`config.mk`:
```
export PLATFORM = sky130hd
export DESIGN_NAME = mpe_result_packer
export DESIGN_NICKNAME = d
export VERILOG_FILES = /design/src/rtl/mpe_result_packer.sv
export SDC_FILE = /design/constraint.sdc
export NUM_CORES = 2
export LEC_CHECK = 0
export ABC_CLOCK_PERIOD_IN_PS = 48500
export CAP_MARGIN = 20
export CORE_MARGIN = 1.5
export CORE_UTILIZATION = 50
export DETAILED_ROUTE_END_ITERATION = 16
export HOLD_SLACK_MARGIN = 0.15
export PLACE_DENSITY = 0.71
export SLEW_MARGIN = 25
export SYNTH_ARGS = -nofsm -noshare
export SYNTH_HDL_FRONTEND = slang
export SYNTH_SLANG_ARGS = --single-unit
export TNS_END_PERCENT = 1
```
`constraint.sdc`:
```
create_clock -name clk -period 48.5 [get_ports clk]
set_clock_uncertainty 0.15 [all_clocks]
set_input_delay 4.85 -clock clk [delete_from_list [all_inputs] [get_ports clk]]
set_output_delay 4.85 -clock clk [all_outputs]
set_load 0.01 [all_outputs]
```
`src/rtl/mpe_result_packer.sv`:
```
// Packs a stream of 32-bit PE results into 16-lane lines and queues them in a
// small FIFO for a ready/valid downstream; a line that finds the FIFO full is dropped.
module mpe_result_packer #(
    parameter int LANES = 16,
    parameter int DEPTH = 2
) (
    input  logic                  clk,
    input  logic                  rst,
    input  logic [31:0]           pe_result,
    input  logic                  pe_vld,
    input  logic                  flush,
    output logic [32*LANES-1:0]   out_data,
    output logic [4:0]            out_cnt,
    output logic                  out_valid,
    input  logic                  out_ready,
    output logic                  overflow,
    output logic                  busy
);

    localparam int PTR_W  = $clog2(LANES);
    localparam int AW     = (DEPTH > 1) ? $clog2(DEPTH) : 1;
    localparam int CW     = $clog2(DEPTH + 1);
    localparam int LINE_W = 32 * LANES;

    logic [PTR_W-1:0]  ptr_reg, ptr_next;
    logic [31:0]       acc_reg [LANES];
    logic [LINE_W-1:0] line_next;
    logic              last_word;
    logic              push;
    logic              pop;
    logic              accept;
    logic [4:0]        push_cnt;

    logic [LINE_W-1:0] mem_data [DEPTH];
    logic [4:0]        mem_cnt  [DEPTH];
    logic [AW-1:0]     rd_ptr_reg, wr_ptr_reg;
    logic [CW-1:0]     count_reg, count_next;
    logic              overflow_reg;

    // ---------------- accumulation line ----------------
    always_comb begin
        last_word = pe_vld && (ptr_reg == PTR_W'(LANES - 1));
        push      = last_word || (flush && ((ptr_reg != '0) || pe_vld));
        // Lane 15 plus the incoming word naturally yields 16 in five bits.
        push_cnt  = 5'(ptr_reg) + 5'(pe_vld);
        ptr_next  = ptr_reg;
        if (push) begin
            ptr_next = '0;
        end else if (pe_vld) begin
            ptr_next = ptr_reg + PTR_W'(1);
        end
    end

    generate
        for (genvar gi = 0; gi < LANES; gi++) begin : g_lane
            // The pushed line already contains the word arriving this cycle.
            assign line_next[32*gi +: 32] =
                (pe_vld && (ptr_reg == PTR_W'(gi))) ? pe_result : acc_reg[gi];

            always_ff @(posedge clk) begin
                if (rst || push) begin
                    acc_reg[gi] <= '0;
                end else if (pe_vld && (ptr_reg == PTR_W'(gi))) begin
                    acc_reg[gi] <= pe_result;
                end
            end
        end
    endgenerate

    always_ff @(posedge clk) begin
        if (rst) begin
            ptr_reg <= '0;
        end else begin
            ptr_reg <= ptr_next;
        end
    end

    // ---------------- output line FIFO ----------------
    function automatic logic [AW-1:0] ptr_inc(input logic [AW-1:0] p);
        return (p == AW'(DEPTH - 1)) ? '0 : p + AW'(1);
    endfunction

    always_comb begin
        pop        = out_valid && out_ready;
        accept     = push && ((count_reg != CW'(DEPTH)) || pop);
        count_next = count_reg + CW'(accept) - CW'(pop);
    end

    always_ff @(posedge clk) begin
        if (accept) begin
            mem_data[wr_ptr_reg] <= line_next;
            mem_cnt[wr_ptr_reg]  <= push_cnt;
        end
    end

    always_ff @(posedge clk) begin
        if (rst) begin
            rd_ptr_reg   <= '0;
            wr_ptr_reg   <= '0;
            count_reg    <= '0;
            overflow_reg <= 1'b0;
        end else begin
            if (accept) begin
                wr_ptr_reg <= ptr_inc(wr_ptr_reg);
            end
            if (pop) begin
                rd_ptr_reg <= ptr_inc(rd_ptr_reg);
            end
            count_reg <= count_next;
            if (push && !accept) begin
                overflow_reg <= 1'b1;
            end
        end
    end

    // Outputs read as zero whenever nothing is queued, including after reset.
    always_comb begin
        out_valid = (count_reg != '0);
        out_data  = out_valid ? mem_data[rd_ptr_reg] : '0;
        out_cnt   = out_valid ? mem_cnt[rd_ptr_reg]  : '0;
        overflow  = overflow_reg;
        busy      = (ptr_reg != '0) || out_valid;
    end

endmodule
```
# Word level (Yosys, flattened, before mapping)
# Memories as Yosys holds them, arrays and structs flattened. A register that Yosys moved wholly into a read port is not among the register bits.
# Index checks and enable logic that the tools add are counted.
totals:
  regBits: 9
  ram_bits: 1546
  out_inout_bits: 520
  wordCells: 168
  memories: 3
classes:
  addsub: 6
  n_eq_ne: 16
  mux: 92
  bitwise_logic: 16
  n_reduce_logical: 30
memory_table:
  columns: ["name", "words", "word_bits", "rd", "rd_ports_with_merged_regs", "wr", "line_no", "rtl"]
  rows:
  - ["mem_data", 2, 512, 1, 1, 1, "34", "logic [LINE_W-1:0] mem_data [DEPTH];"]
  - ["acc_reg", 16, 32, 16, 0, 16, "26", "logic [31:0] acc_reg [LANES];"]
  - ["mem_cnt", 2, 5, 1, 1, 1, "35", "logic [4:0] mem_cnt [DEPTH];"]
op_table:
  columns: ["cell", "count"]
  rows:
  - ["$mux 32", 32]
  - ["$mux 512", 1]
  - ["$mux 1", 58]
  - ["$eq 4x4->1 const B", 8]
  - ["$logic_and 1x1->1", 20]
  - ["$eq 4x3->1 const B", 4]
  - ["$or 1x1->1", 16]
  - ["$eq 4x2->1 const B", 2]
  - ["$add 4x1->5", 1]
  - ["$logic_or 1x1->1", 5]
  - ["$mux 5", 1]
  - ["$add 4x1->4 const B", 1]
  - ["$eq 4x1->1 const B", 1]
  - ["$logic_not 4->1", 1]
  - ["$reduce_bool 4->1", 1]
  - ["$add 1x1->1 const B", 2]
  - ["$add 2x1->2", 1]
  - ["$ne 2x2->1 const B", 1]
  - ["$reduce_bool 2->1", 1]
  - ["$reduce_or 2->1", 1]
  - ["$sub 2x1->2", 1]
  - ["$logic_not 1->1", 1]

# Longest topological paths before layout
depth:
  ltp_word: 8
  mapped_depth: 9
  ltp_nobuf: 7

# Worst setup path after synthesis
# No wires, ideal clock.
synth_path:
  path_type: "input-to-reg"
  start: "in pe_vld"
  end: "mem mem_cnt[1][0], enable pin"
  setup_time_ns: 2.135
  t_arrival_ns: 42.689
  required_ns: 46.215
  slack_ns: 3.526
  path_stages: 6
  n_path_buf: 3
  cell_sequence: "buf_2 > and3_1 > buf_2 > a221oi_4 > buf_4 > nor3b_1"
synth_between:
  elab_chain_len: 6
synth_rtl:
  columns: ["item", "line_no", "rtl"]
  rows:
  - ["start, declared", "10", "input logic pe_vld,"]
  - ["$logic_or 1x1->1", "43", "push = last_word || (flush && ((ptr_reg != '0) || pe_vld));"]
  - ["$logic_and 1x1->1", "43", null]
  - ["$logic_or 1x1->1 *", "43", null]
  - ["$logic_and 1x1->1 *", "85", "accept = push && ((count_reg != CW'(DEPTH)) || pop);"]
  - ["$mux 1 *", "90", "if (accept) begin"]
  - ["$mux 1 (implied by the code) *", "92", "mem_cnt[wr_ptr_reg] <= push_cnt;"]
  - ["end, declared", "35", null]
# Mark *: on every way between the ends. The rest lies on a longest branch, timed or not.

==> out/results.ini <==
[clock_network]
numCtsBuffers = 158
cts_resized = 0
clock_latency_ps = 770
postCtsSetupRepairBufs = 0
clock_sinks = 1556
cts_hold_buf = 0
clockBufferDepth = 3
root_buffer = clkbuf_16
h-tree-depth = 4
cts_tree = yes
clk_pin_slew_worst_paths_ps = 60

[grt]
grt_max_degree = 197
grt-ovfl-total = 0
met3_usage = 0.0414
antenna_found_initial = 5
grt_pass1_wl_um = 242000
top_usage_layer = met2
grtUsageMet1 = 0.335
gr-usage-met2 = 0.438
track_usage = 0.259
grt_pass1_vias = 35300

[timing]
slew_headroom = 0.220
worstMarginPinSlew_ps = 1170
hold_viol_final = 0
period_needed_ps = 10950
fin_tns_setup_ps = 0
slew_viol_final = 0
max_clock_freq_mhz = 91.3
fin_crit_sh = 0.226
finalSetupViolCount = 0
rsz0062_at_grt = false

[critical_path]
worst_setup_path_end_kind = output pin
r2r_cells = 7
worstPathArrival_ps = 5950
critPathLaunchType = flip-flop
crit_type = flip-flop to output pin
crit_fanout = 57
crit_required_ps = 43500
rrSetupSlack_ps = 42500

[yosys]
ys_seq_elements = 1556
synth_warnings = 0
synth_cell_types = 32
synth-edff-count = 1546
avgSynthCellArea_um2 = 15.8
netlist_area_um2 = 63400
async_flop_share = 0
syn_inst = 4015
synthFlopType = edfxtp_1
ys_seq_area_frac = 0.736

[drt]
via_count = 35400
vias_per_cell = 5.61
avgRoutedWirePerCell_um = 26.9
drtIter0Drc = 3782
drcViolationCount = 0
first_pass_iters = 5
wl_um = 170000
ant_nets = 0

[outcome]
outcome = finished, final reports clean

[job]
cap_violations = 0

[cells_and_area]
multi_input_area_um2 = 15800
nets = 4579
area.sequential_um2 = 46600
largest_register_ffs = 1024
areaGrowthSynthToFinish_pct = 19.2
fill_cells = 9357
layout-drive-gt1-share = 0.181
layoutNonFillerInstCount = 6310

[die]
fp.dieH_um = 359
ioPinCount = 557
rows = 130
die-area_um2 = 129000
initial_utilization = 0.504
die_w_um = 359
coreArea_um2 = 126000

[placement]
dp_cells = 6023
io_buffers = 556
hpwl_um = 107000
place.gp.congestion = 0.801

[power]
leakagePower_nw = 26.0
p_per_area_nw_per_um2 = 51.6
vdd_drop_max_mv = 0.0559

[min_path]
whs_path_depth = 2
hold_class = flip-flop to flip-flop

==> where the power goes <==
part	switching, mW	leakage, nW	internal [mW]	total (mW)
combinational	0.610	8.33	0.487	1.10
clock	0.493	2.35	0.659	1.15
sequential	0.0347	15.3	1.62	1.65
==> logic make-up (layout without fill, tap and decap cells) <==
family          Yosys count  count (layout)  share of synthesized area
compound gates            7               7                    0.00103
other cells               1              35                  0.0000592
fa+ha+maj                 7               7                    0.00138
mux                    1030            1030                      0.173
buf+inv                 298             909                     0.0193
xor+xnor                  7               7                   0.000968
simple gates           1109            1109                     0.0685
flops                  1556            1556                      0.736
==> cell type report <==
| class | count | area share |
|---|---|---|
| clock inverters | 70 | 0.00772 |
| well taps | 1650 | 0.0273 |
| inverters | 7 | 0.000547 |
| repair buffers | 620 | 0.0811 |
| flip-flops and latches | 1556 | 0.617 |
| clock buffers | 212 | 0.0560 |
| diodes | 3 | 0.0000994 |
| multi-input cells | 2192 | 0.210 |
==> final timing paths <==
path                                              start                         end
worst min register to register  wr_ptr_reg$_SDFFE_PP0P_     wr_ptr_reg$_SDFFE_PP0P_
worst min-delay path            wr_ptr_reg$_SDFFE_PP0P_     wr_ptr_reg$_SDFFE_PP0P_
worst max register to register  ptr_reg[3]$_SDFFE_PP0P_  mem_data[1][507]$_DFFE_PP_
worst max-delay path                          flip-flop               out_data[243]
==> synth_stat cells, types with 3 or more instances <==
master | count | share of area
inv_1 | 7 | 0.00041
nand3_1 | 11 | 0.00087
ha_1 | 7 | 0.0014
dfxtp_1 | 10 | 0.0032
nand2_1 | 28 | 0.0017
clkbuf_1 | 163 | 0.0097
nor3_1 | 3 | 0.00024
xnor2_1 | 4 | 0.00055
and2_1 | 6 | 0.00059
buf_2 | 79 | 0.0062
xor2_1 | 3 | 0.00041
edfxtp_1 | 1546 | 0.73
nor3b_1 | 3 | 0.00036
nand2b_1 | 38 | 0.0038
nor2_1 | 1006 | 0.060
nor2b_1 | 5 | 0.00049
mux2i_1 | 518 | 0.082
buf_1 | 48 | 0.0028
mux2_2 | 512 | 0.091
==> layout by cell type (no fill, tap or decap), types with 4 or more instances in the layout <==
cell type and n:
conb_1 32, clkdlybuf4s50_1 551, nand2_4 7, ha_1 7
edfxtp_1 1546, nand2_1 7, buf_2 5, nand2b_1 25
inv_6 9, inv_1 5, clkinv_1 27, nand3_2 5
mux2i_1 518, clkbuf_16 161, buf_4 56, xnor2_1 4
bufinv_16 9, clkinv_2 22, nor2_1 1005, clkbuf_1 50
nand2b_2 10, nand2_2 16, dfxtp_1 9, nor2b_1 5
mux2_2 512
==> metal layers <==
layer | routed length (um) | share of wire
met5 | 12 | 0.000071
met1 | 66900 | 0.39
met2 | 84400 | 0.50
met4 | 6510 | 0.038
met3 | 11800 | 0.070
==> stage by stage <==
| step | setup slack [ps] | area (um^2) | hold WS [ps] | util | total power [mW] |
|---|---|---|---|---|---|
| floorplan | 3530 | 63500 | 308 | - | 2.27 |
| CTS | 37490 | 75400 | 336 | 0.600 | 3.92 |
| detailed placement | 37610 | 70600 | 324 | 0.561 | 2.78 |
| finish | 37550 | 75500 | 339 | 0.601 | 3.90 |
| global route | 37250 | 75500 | 355 | 0.601 | 4.03 |
| global placement | 37760 | 70500 | 322 | 0.561 | 2.77 |
==> critical path, cell delays in order, from the launching register on <==
cell             delay, ps
dfxtp_4                950
buf_4                  830
buf_4                  900
buf_4                  780
buf_4                  660
mux2i_1                160
nor2_1                 160
clkdlybuf4s50_1        610
Power figures use the tool's default switching activity.
